## src/rtl/speaker_match_pkg.sv

```systemverilog
// rtl/speaker_match_pkg.sv - shared state encoding, reject code and default sizes for speaker matching
package speaker_match_pkg;

    localparam int SPEAKER_NUM_DEF = 4;
    localparam int FRAME_NUM_DEF   = 200;
    localparam int FRAME_W_DEF     = 9;
    localparam int CB_WORDS_DEF    = 320;
    localparam int ADDR_W_DEF      = 11;
    localparam int DIST_W_DEF      = 30;
    localparam int RES_W_DEF       = 3;

    // One-hot controller states
    typedef enum logic [4:0] {
        ST_IDLE  = 5'b00001,
        ST_CFG   = 5'b00010,
        ST_WAIT  = 5'b00100,
        ST_JUDGE = 5'b01000,
        ST_OUT   = 5'b10000
    } state_e;

    // All-ones code of the given width marks a rejected utterance
    function automatic logic [31:0] reject_code(input int unsigned res_w);
        reject_code = (32'h1 << res_w) - 32'h1;
    endfunction

endpackage

```

## src/rtl/min2_tracker.sv

```systemverilog
// rtl/min2_tracker.sv - running best / second-best minimum with index of the best
module min2_tracker #(
    parameter int DIST_W = 30,
    parameter int IDX_W  = 3
) (
    input  logic              clk,
    input  logic              rst_n,
    input  logic              clear_i,
    input  logic              valid_i,
    input  logic [DIST_W-1:0] data_i,
    input  logic [IDX_W-1:0]  idx_i,
    output logic [DIST_W-1:0] best_o,
    output logic [DIST_W-1:0] second_o,
    output logic [IDX_W-1:0]  best_idx_o
);

    logic [DIST_W-1:0] best_q, second_q;
    logic [IDX_W-1:0]  idx_q;

    // Strict compares so an equal later value never displaces an earlier best
    always_ff @(posedge clk or negedge rst_n) begin
        if (!rst_n) begin
            best_q   <= '1;
            second_q <= '1;
            idx_q    <= '0;
        end else if (clear_i) begin
            best_q   <= '1;
            second_q <= '1;
            idx_q    <= '0;
        end else if (valid_i) begin
            if (data_i < best_q) begin
                second_q <= best_q;
                best_q   <= data_i;
                idx_q    <= idx_i;
            end else if (data_i < second_q) begin
                second_q <= data_i;
            end
        end
    end

    assign best_o     = best_q;
    assign second_o   = second_q;
    assign best_idx_o = idx_q;

endmodule

```

## src/rtl/speaker_match_ctrl.sv

```systemverilog
// rtl/speaker_match_ctrl.sv - sequences the distance engine over all codebooks and judges the speaker (option: SPK_MATCH_SCORES_EN)
module speaker_match_ctrl
    import speaker_match_pkg::*;
#(
    parameter int SPEAKER_NUM = SPEAKER_NUM_DEF,
    parameter int FRAME_NUM   = FRAME_NUM_DEF,
    parameter int FRAME_W     = FRAME_W_DEF,
    parameter int CB_WORDS    = CB_WORDS_DEF,
    parameter int ADDR_W      = ADDR_W_DEF,
    parameter int DIST_W      = DIST_W_DEF,
    parameter int RES_W       = RES_W_DEF
) (
    input  logic               clk,
    input  logic               rst_n,
    input  logic               start,
    input  logic               abort,
    input  logic [DIST_W-1:0]  threshold,
    input  logic [DIST_W-1:0]  margin,
    input  logic               eng_ready,
    output logic               eng_cfg_valid,
    output logic [FRAME_W-1:0] eng_cfg_data,
    output logic               eng_cfg_last,
    input  logic               eng_o_valid,
    input  logic [DIST_W-1:0]  eng_o_data,
    input  logic [ADDR_W-1:0]  eng_cb_addr,
    output logic [ADDR_W-1:0]  cb_addr,
    output logic               busy,
    output logic [RES_W-1:0]   result,
    output logic [DIST_W-1:0]  result_dist,
    output logic               result_valid
`ifdef SPK_MATCH_SCORES_EN
    ,
    input  logic [RES_W-1:0]   score_idx,
    output logic [DIST_W-1:0]  score_data
`endif
);

    localparam logic [RES_W-1:0]   REJECT     = RES_W'(reject_code(RES_W));
    localparam logic [RES_W-1:0]   LAST_SPK   = RES_W'(SPEAKER_NUM - 1);
    localparam logic [FRAME_W-1:0] LAST_FRAME = FRAME_W'(FRAME_NUM - 1);
    localparam logic [ADDR_W-1:0]  STRIDE     = ADDR_W'(CB_WORDS);

    state_e              state_q, state_d;
    logic [DIST_W-1:0]   thr_q, thr_d, mar_q, mar_d;
    logic [RES_W-1:0]    spk_q, spk_d;
    logic [ADDR_W-1:0]   bias_q, bias_d;
    logic [FRAME_W-1:0]  frame_q, frame_d;
    logic [RES_W-1:0]    result_q, result_d;
    logic [DIST_W-1:0]   rdist_q, rdist_d;

    logic                trk_clear, trk_valid;
    logic [DIST_W-1:0]   best, second;
    logic [RES_W-1:0]    best_idx;
    logic                reject;

    min2_tracker #(.DIST_W(DIST_W), .IDX_W(RES_W)) u_min2 (
        .clk        (clk),
        .rst_n      (rst_n),
        .clear_i    (trk_clear),
        .valid_i    (trk_valid),
        .data_i     (eng_o_data),
        .idx_i      (spk_q),
        .best_o     (best),
        .second_o   (second),
        .best_idx_o (best_idx)
    );

    // second never falls below best, so the margin subtraction cannot wrap
    assign reject = (best >= thr_q) ||
                    ((SPEAKER_NUM > 1) && ((second - best) < mar_q));

    // Codebook address is the engine's local address shifted into this speaker's slice
    assign cb_addr = eng_cb_addr + bias_q;

    // Next-state and output decode; abort overrides everything and freezes the result
    always_comb begin
        state_d       = state_q;
        thr_d         = thr_q;
        mar_d         = mar_q;
        spk_d         = spk_q;
        bias_d        = bias_q;
        frame_d       = frame_q;
        result_d      = result_q;
        rdist_d       = rdist_q;
        trk_clear     = 1'b0;
        trk_valid     = 1'b0;
        eng_cfg_valid = 1'b0;
        eng_cfg_data  = '0;
        eng_cfg_last  = 1'b0;
        busy          = 1'b0;
        result_valid  = 1'b0;
        unique case (state_q)
            ST_IDLE: begin
                if (start && !abort) begin
                    thr_d     = threshold;
                    mar_d     = margin;
                    spk_d     = '0;
                    bias_d    = '0;
                    frame_d   = '0;
                    trk_clear = 1'b1;
                    state_d   = ST_CFG;
                end
            end
            ST_CFG: begin
                busy          = 1'b1;
                eng_cfg_valid = (frame_q <= LAST_FRAME);
                eng_cfg_data  = frame_q;
                eng_cfg_last  = (frame_q == LAST_FRAME);
                if (eng_cfg_valid && eng_ready) begin
                    if (eng_cfg_last) state_d = ST_WAIT;
                    else              frame_d = frame_q + FRAME_W'(1);
                end
            end
            ST_WAIT: begin
                busy = 1'b1;
                if (eng_o_valid) begin
                    trk_valid = 1'b1;
                    if (spk_q == LAST_SPK) begin
                        state_d = ST_JUDGE;
                    end else begin
                        spk_d   = spk_q + RES_W'(1);
                        bias_d  = bias_q + STRIDE;
                        frame_d = '0;
                        state_d = ST_CFG;
                    end
                end
            end
            ST_JUDGE: begin
                busy     = 1'b1;
                result_d = reject ? REJECT : best_idx;
                rdist_d  = best;
                state_d  = ST_OUT;
            end
            ST_OUT: begin
                result_valid = 1'b1;
                state_d      = ST_IDLE;
            end
            default: state_d = ST_IDLE;
        endcase
        if (abort) begin
            state_d   = ST_IDLE;
            trk_valid = 1'b0;
            result_d  = result_q;
            rdist_d   = rdist_q;
        end
    end

    // State and datapath registers
    always_ff @(posedge clk or negedge rst_n) begin
        if (!rst_n) begin
            state_q  <= ST_IDLE;
            thr_q    <= '0;
            mar_q    <= '0;
            spk_q    <= '0;
            bias_q   <= '0;
            frame_q  <= '0;
            result_q <= '0;
            rdist_q  <= '0;
        end else begin
            state_q  <= state_d;
            thr_q    <= thr_d;
            mar_q    <= mar_d;
            spk_q    <= spk_d;
            bias_q   <= bias_d;
            frame_q  <= frame_d;
            result_q <= result_d;
            rdist_q  <= rdist_d;
        end
    end

    assign result      = result_q;
    assign result_dist = rdist_q;

`ifdef SPK_MATCH_SCORES_EN
    logic [DIST_W-1:0] score_q [SPEAKER_NUM];

    // Per-speaker distance capture, wiped at every accepted start
    always_ff @(posedge clk or negedge rst_n) begin
        if (!rst_n) begin
            for (int i = 0; i < SPEAKER_NUM; i++) score_q[i] <= '0;
        end else if (trk_clear) begin
            for (int i = 0; i < SPEAKER_NUM; i++) score_q[i] <= '0;
        end else if (trk_valid) begin
            for (int i = 0; i < SPEAKER_NUM; i++)
                if (spk_q == RES_W'(i)) score_q[i] <= eng_o_data;
        end
    end

    // Combinational read; indices past the last speaker read as zero
    always_comb begin
        score_data = '0;
        for (int i = 0; i < SPEAKER_NUM; i++)
            if (score_idx == RES_W'(i)) score_data = score_q[i];
    end
`endif

endmodule

```

## config.mk

```make
export PLATFORM = sky130hd
export DESIGN_NAME = speaker_match_ctrl
export DESIGN_NICKNAME = d
export VERILOG_FILES = /design/src/rtl/speaker_match_pkg.sv /design/src/rtl/min2_tracker.sv /design/src/rtl/speaker_match_ctrl.sv
export SDC_FILE = /design/constraint.sdc
export NUM_CORES = 1
export LEC_CHECK = 0
export BUFFER_PORTS_ARGS = -buffer_cell sky130_fd_sc_hd__buf_2
export CAP_MARGIN = 20
export CORE_MARGIN = 8
export CORE_UTILIZATION = 45
export CTS_BUF_LIST = sky130_fd_sc_hd__clkbuf_16
export CTS_CLUSTER_DIAMETER = 80
export DETAILED_ROUTE_END_ITERATION = 10
export HOLD_SLACK_MARGIN = 0.03
export PLACE_DENSITY = 0.72
export SLEW_MARGIN = 30
export SYNTH_ARGS = -nofsm -noshare
export SYNTH_HDL_FRONTEND = slang
export SYNTH_SLANG_ARGS = --single-unit
```

## constraint.sdc

```tcl
create_clock -name clk -period 5 [get_ports clk]
set_clock_uncertainty 0.15 [all_clocks]
set_input_delay 0.5 -clock clk [delete_from_list [all_inputs] [get_ports clk]]
set_output_delay 0.5 -clock clk [all_outputs]
set_load 0.05 [all_outputs]
```

==> flow_summary.yaml, run 1 <==
sta:
  tightest_slew_ns: 0.8768
  maxSlewHeadroom_pct: 41.54
  grt_setup_unrepaired: "false"
  slew_violations: 0
  finalCritPeriodShare_pct: 92.02
  fin_crit_ns: 4.601
  setup_viol: 0
  tns_ns: 0
  max_freq_mhz: 217.3
  hold_violations: 0
floorplanning:
  die_y_um: 179.4
  core_area_mm2: 0.02658
  die_x_um: 179.4
  start_util_pct: 45.19
  dieArea_mm2: 0.03217
  row_count: 60
  ios: 164
synth:
  yosysMostFrequentCell: "ha_1"
  synth_top_cell_area_share_pct: 24.38
  ys_async_sr_fraction_pct: 100.0
  synth_edf_count: 0
  synthTopCellsByCount: "154 x ha_1, 138 x inv_1, 131 x nor2_1"
  syn_area_per_cell_um2: 8.962
  synth_nets: 1602
  synthCells: 1340
  synth_seq_area_share_pct: 37.73
  syn-cell-area_mm2: 0.01201
  yosysWarnings: 0
  netlist_top_cells_area: "dfrtp_1 24%, ha_1 16%, dfstp_2 13%"
  synth.distinct_cells: 63
  ys.flop_type: "dfrtp_1"
  synth_seq_cells: 178
  yosysTopAreaCell: "dfrtp_1"
detailed_routing:
  vias_per_cell: 5.321
  detail_route.wl_per_cell_um: 17.06
  drc: 0
  drt_iter0_drc: 610
  drt_pass1_iterations: 6
  wirelength_um: 31000
  dr_total_vias: 9668
  ant_nets: 0
hold_path:
  hp-class: "input port to flip-flop"
  hp-start: "threshold[27]"
finish:
  fin_nets: 1725
  syn2layout_area_growth_pct: 13.36
  drive_gt1_share_pct: 17.55
  fillCellCount: 2582
  n_antenna_cell: 0
  stdcell_count: 1817
placed_design:
  dp.cells: 1784
  place.gp.congestion: 0.8938
  port_buffers: 151
  hpwl_um: 23650
flow_run:
  maxCapViolCount: 0
clocking:
  clk_pin_slew_ns: 0.07
  clock_latency_ns: 0.44
  clk_root_buffer_cell: "clkbuf_16"
  clockBufferDepth: 2
  cts-htree-levels: 4
  cts_buffers: 17
  cts_tree: "done"
  post-cts-setup-buffers: 0
  clock-sinks: 178
  cts_resized: 0
  cts_hold_buffers: 1
setup_path:
  worst_setup_path_start_kind: "flip-flop"
  end_kind: "flip-flop"
  startpoint: "u_min2.second_o[0]"
  crit_type: "flip-flop to flip-flop"
  required_ns: 5.17
  cp_max_fo: 3
  r2r-start: "u_min2.second_o[0]"
  worstPathArrival_ns: 4.77
grt:
  grt_max_degree: 183
  grt_pass1_vias: 9607
  grt_pass1_wl_um: 50070
  track_usage_pct: 19.81
  antenna_found_initial: 0
  grt.overflow.total: 0
power:
  max-vdd-ir-drop_uv: 309.5
  power_density_mw_per_mm2: 458.5
  p_sw_w: 0.002437
  cell_internal_pwr_w: 0.003804
  swShare_pct: 39.05
  totalPowerFinal_w: 0.006241
  clkPwrFrac_pct: 22.4
  power_frac_comb_pct: 48.7
  p_leak_nw: 7.497
  seqPwrFrac_pct: 28.9
run_status:
  status: "finished clean"
[cell usage in the layout, fill, tap and decap left out, types with 8 or more instances in the layout]
cell and count:
nor3_1 9, o21ai_0 122, ha_1 154, nor2b_1 10, clkbuf_16 17, mux2_1 30
mux2i_1 31, xor2_1 13, nand4_1 23, inv_1 138, buf_2 150, xnor2_1 20
dfstp_2 61, nor2_1 131, nand3_1 18, o21bai_1 10, a21o_1 57, a21oi_1 86
and2_1 14, dfrtp_1 117, nand2_1 129, and3_1 8
[final timing paths]
| path | to | slack (ns) | cells past startpoint |
|---|---|---|---|
| max | result[1] | 0.40 | 20 |
| min | thr_q[27] | 0.11 | 3 |
| max reg2reg | result[1] | 0.40 | 20 |
| min reg2reg | result_dist[18] | 0.32 | 2 |
| max in group asynchronous | u_min2.second_o[0] | 3.16 | 3 |
| min in group asynchronous | thr_q[19] | 0.52 | 2 |
[cell families after synthesis]
kind of cell	count (synthesis)	share of synthesized area, %
simple gates	383	14.68
xor+xnor	33	2.407
compound gates	339	17.10
mux	61	5.397
fa+ha+maj	155	16.21
buf+inv	191	6.480
flops	178	37.73
[final cells by class]
type                    instances  area (µm²)  area share (%)
multi-input cells             971        6708           49.27
flip-flops and latches        178        4531           33.28
repair buffers                157       834.6           6.130
inverters                     138       518.0           3.805
well taps                     341       426.7           3.134
clock buffers                  17       425.4           3.125
clock inverters                15       170.2           1.250
[flip-flops by register name (all words and copies together) (netlist names)]
register / count
mar_q: 30
u_min2.second_o: 30
u_min2.best_o: 30
spk_q: 3
frame_q: 9
bias_q: 5
u_min2.best_idx_o: 3
result_dist: 30
thr_q: 30
result: 3
state_q: 5
[routing by layer]
layer,GRT usage [%],vias up,routed length [µm]
met5,0,-,0
met4,4.616,0,338
met3,4.757,22,1788
met2,33.07,177,14700
met1,25.65,4599,14170
li1,-,4870,-
[critical path, stage by stage, from the launching register on]
cell       delay, ns
dfstp_2         0.54
inv_1           0.04
ha_1            0.19
fa_1            0.41
nor2b_1         0.12
o21ai_0         0.11
a21oi_1         0.30
o21ai_1         0.16
a21boi_0        0.25
o21ai_1         0.11
and2_1          0.19
o311ai_1        0.29
ha_1            0.21
a21o_1          0.11
a21o_1          0.10
a21o_1          0.14
nor2_1          0.05
a2111oi_0       0.38
a21oi_1         0.12
a311o_1         0.33
o22a_1          0.19
[per-stage QoR]
step / util [%] / hold slack (ns) / setup slack (ns) / area [µm²]
floorplan: - / 0.05441 / 0.8312 / 12010
global placement: 48.94 / 0.3090 / 0.4911 / 13010
detailed placement: 48.95 / 0.3151 / 0.4239 / 13010
CTS: 51.22 / 0.09781 / 0.3956 / 13610
global route: 51.22 / 0.1110 / 0.02246 / 13610
finish: 51.22 / 0.1117 / 0.3991 / 13610
[power groups by stage]
stage,Combinational [W],Clock (W),Sequential [W]
finish,0.00304,0.00140,0.00180
floorplan,0.00232,0,0.00180
CTS,0.00306,0.00142,0.00180
detailed placement,0.00303,0,0.00183
global placement,0.00295,0,0.00182
global route,0.00346,0.00148,0.00183
Power figures use the tool's default switching activity.
==> inputs of run 2 (changes only) <==
--- a/config.mk
+++ b/config.mk
@@ -8,12 +8,12 @@
 export BUFFER_PORTS_ARGS = -buffer_cell sky130_fd_sc_hd__buf_2
 export CAP_MARGIN = 20
 export CORE_MARGIN = 8
-export CORE_UTILIZATION = 45
+export CORE_UTILIZATION = 50
 export CTS_BUF_LIST = sky130_fd_sc_hd__clkbuf_16
 export CTS_CLUSTER_DIAMETER = 80
 export DETAILED_ROUTE_END_ITERATION = 10
 export HOLD_SLACK_MARGIN = 0.03
-export PLACE_DENSITY = 0.72
+export PLACE_DENSITY = 0.78
 export SLEW_MARGIN = 30
 export SYNTH_ARGS = -nofsm -noshare
 export SYNTH_HDL_FRONTEND = slang
==> run 2 against run 1 <==
Against the previous run: cell count decreased by 1.2%; non-clock buffer count increased by 1; setup slack improved by 0.0049 ns; power increased by 0.27%; fmax increased by 0.11%; via count increased by 2.2%; clock power decreased by 3%; register-to-register slack about the same; critical path depth unchanged; wire length increased by 1.5%; combinational power increased by 1%; count of clock-buffer cells in the layout unchanged.
==> flow_summary.yaml, run 2 (synthesis gave the netlist of run 1 again) <==
power:
  power_frac_comb_pct: 49.2
  p_leak_nw: 7.491
  cell_internal_pwr_w: 0.003795
  swShare_pct: 39.35
  power_density_mw_per_mm2: 460.6
  max-vdd-ir-drop_uv: 299.3
  p_sw_w: 0.002463
  clkPwrFrac_pct: 21.8
  seqPwrFrac_pct: 29.0
finish:
  multiInputGateArea_mm2: 0.006711
  syn2layout_area_growth_pct: 13.13
  drive_gt1_share_pct: 17.60
  fin_nets: 1726
  n_antenna_cell: 0
  final_area_mm2: 0.01359
  layout_commonest_cell: "ha_1"
  final_cell_mix: "154 x ha_1, 150 x buf_2, 139 x inv_1"
  fillCellCount: 2163
  ff_latch_area_mm2: 0.004531
floorplanning:
  core_area_mm2: 0.02354
  die_y_um: 171.0
  row_count: 56
  ios: 164
  die_x_um: 171.0
  dieArea_mm2: 0.02923
  start_util_pct: 51.01
sta:
  tightest_slew_ns: 0.7693
  hold_violations: 0
  grt_setup_unrepaired: "false"
  setup_viol: 0
  max_freq_mhz: 217.6
  finalCritPeriodShare_pct: 91.92
  tns_ns: 0
  maxSlewHeadroom_pct: 48.24
  slew_violations: 0
  fin_crit_ns: 4.596
  whs_ns: 0.1148
setup_path:
  cp_top_family: "compound AO/OA/AOI/OAI gates"
  cpPeakStageDelay_ns: 0.54
  crit_type: "flip-flop to flip-flop"
  crit_slowest_cell: "dfstp_2"
  r2r-start: "u_min2.second_o[0]"
  worst_setup_path_start_kind: "flip-flop"
  r2r_end: "result[2]"
  cp_max_fo: 3
  end_kind: "flip-flop"
  worst_path_most_repeated_cell: "a21o_1"
  r2r_cells: 20
  cp_cell_sequence: "inv_1 -> ha_1 -> fa_1 -> nor2b_1 -> o21ai_0 -> a21oi_2 -> o21ai_1 -> a21boi_0 -> o21ai_1 -> and2_1 -> o311ai_1 -> ha_1 -> a21o_1 -> a21o_1 -> a21o_1 -> nor2_1 -> a2111oi_1 -> a21oi_1 -> a311o_1 -> o22a_1"
  cp_num_buf_inv: 1
  required_ns: 5.17
  rrSetupSlack_ns: 0.40
  worstPathArrival_ns: 4.76
detailed_routing:
  drt_pass1_iterations: 5
  vias_per_cell: 5.502
  ant_nets: 0
  detail_route.wl_per_cell_um: 17.51
  wirelength_um: 31450
  dr_total_vias: 9881
  drt_iter0_drc: 715
  drc: 0
grt:
  antenna_found_initial: 3
  track_usage_pct: 22.05
  grt_pass1_wl_um: 51230
  grt_max_degree: 183
  grt.overflow.total: 0
  grt_pass1_vias: 10090
clocking:
  clock_latency_ns: 0.44
  cts_buffers: 17
  clk_pin_slew_ns: 0.07
  clockBufferDepth: 2
  cts-htree-levels: 4
  clk_root_buffer_cell: "clkbuf_16"
  cts_tree: "done"
  clock-sinks: 178
placed_design:
  port_buffers: 151
  place_area_mm2: 0.01299
  place.gp.congestion: 0.8844
  hpwl_um: 23820
hold_path:
  hp-start: "margin[23]"
  hold_end: "mar_q[23]"
  hold_depth: 3
  hp-class: "input port to flip-flop"
run_status:
  status: "finished clean"
flow_run:
  maxCapViolCount: 0
-- run 2: how the worst max path moves through the flow --
stage | depth (start not counted) | slack [ns] | to | start
finish | 20 | 0.40 | result[2] | u_min2.second_o[0]
global route | 19 | 0.008 | result[1] | u_min2.best_o[1]
CTS | 20 | 0.31 | result[2] | u_min2.second_o[0]
detailed placement | 20 | 0.34 | result[1] | u_min2.second_o[0]
global placement | 20 | 0.50 | result[2] | u_min2.second_o[0]
floorplan | 20 | 0.83 | result[0] | u_min2.second_o[0]
-- run 2: tightest hold or removal path: stages --
cell,delay (ns)
buf_2,0.07
nand2_1,0.03
o21ai_0,0.06
-- run 2: power groups by stage --
| stage | registers [W] | logic, W | clock network [W] |
|---|---|---|---|
| 2_1_floorplan | 0.00180 | 0.00232 | 0 |
| 3_3_place_gp | 0.00182 | 0.00293 | 0 |
| 3_5_place_dp | 0.00184 | 0.00304 | 0 |
| 4_1_cts | 0.00181 | 0.00307 | 0.00139 |
| 5_1_grt | 0.00184 | 0.00353 | 0.00145 |
| 6_report | 0.00181 | 0.00308 | 0.00136 |
-- run 2: area by class of cell --
type                    count  share of cell area, %
clock buffers              17                  3.131
multi-input cells         971                  49.40
inverters                 138                  3.813
clock inverters            15                  1.170
well taps                 319                  2.938
repair buffers            158                  6.198
flip-flops and latches    178                  33.35
-- run 2: per-stage QoR --
| step | power [W] | worst slack, ns | util [%] | cells |
|---|---|---|---|---|
| final | 0.006258 | 0.4040 | 57.71 | 1796 |
| after CTS | 0.006276 | 0.3140 | 57.68 | 1796 |
| after detailed placement | 0.004879 | 0.3419 | 55.16 | 1763 |
| after global routing | 0.006820 | 0.007508 | 57.71 | 1796 |
| after floorplan | 0.004122 | 0.8312 | - | 1340 |
| after global placement | 0.004751 | 0.5011 | 55.16 | 1763 |
-- run 2: repair_timing --
item | in CTS | in global routing
buffers inserted | 0 | 0
endpoints found under the hold margin | 39 | 0
resized for setup | 0 | 2
endpoints found under the setup margin | 0 | 3
hold buffers | 1 | 0
-- run 2: per-layer routing --
layer	wire [µm]	up-vias	GRT usage, %
li1	-	4858	-
met1	13520	4745	26.90
met2	15430	220	37.66
met3	1600	52	4.909
met4	859	6	8.091
met5	41	-	0
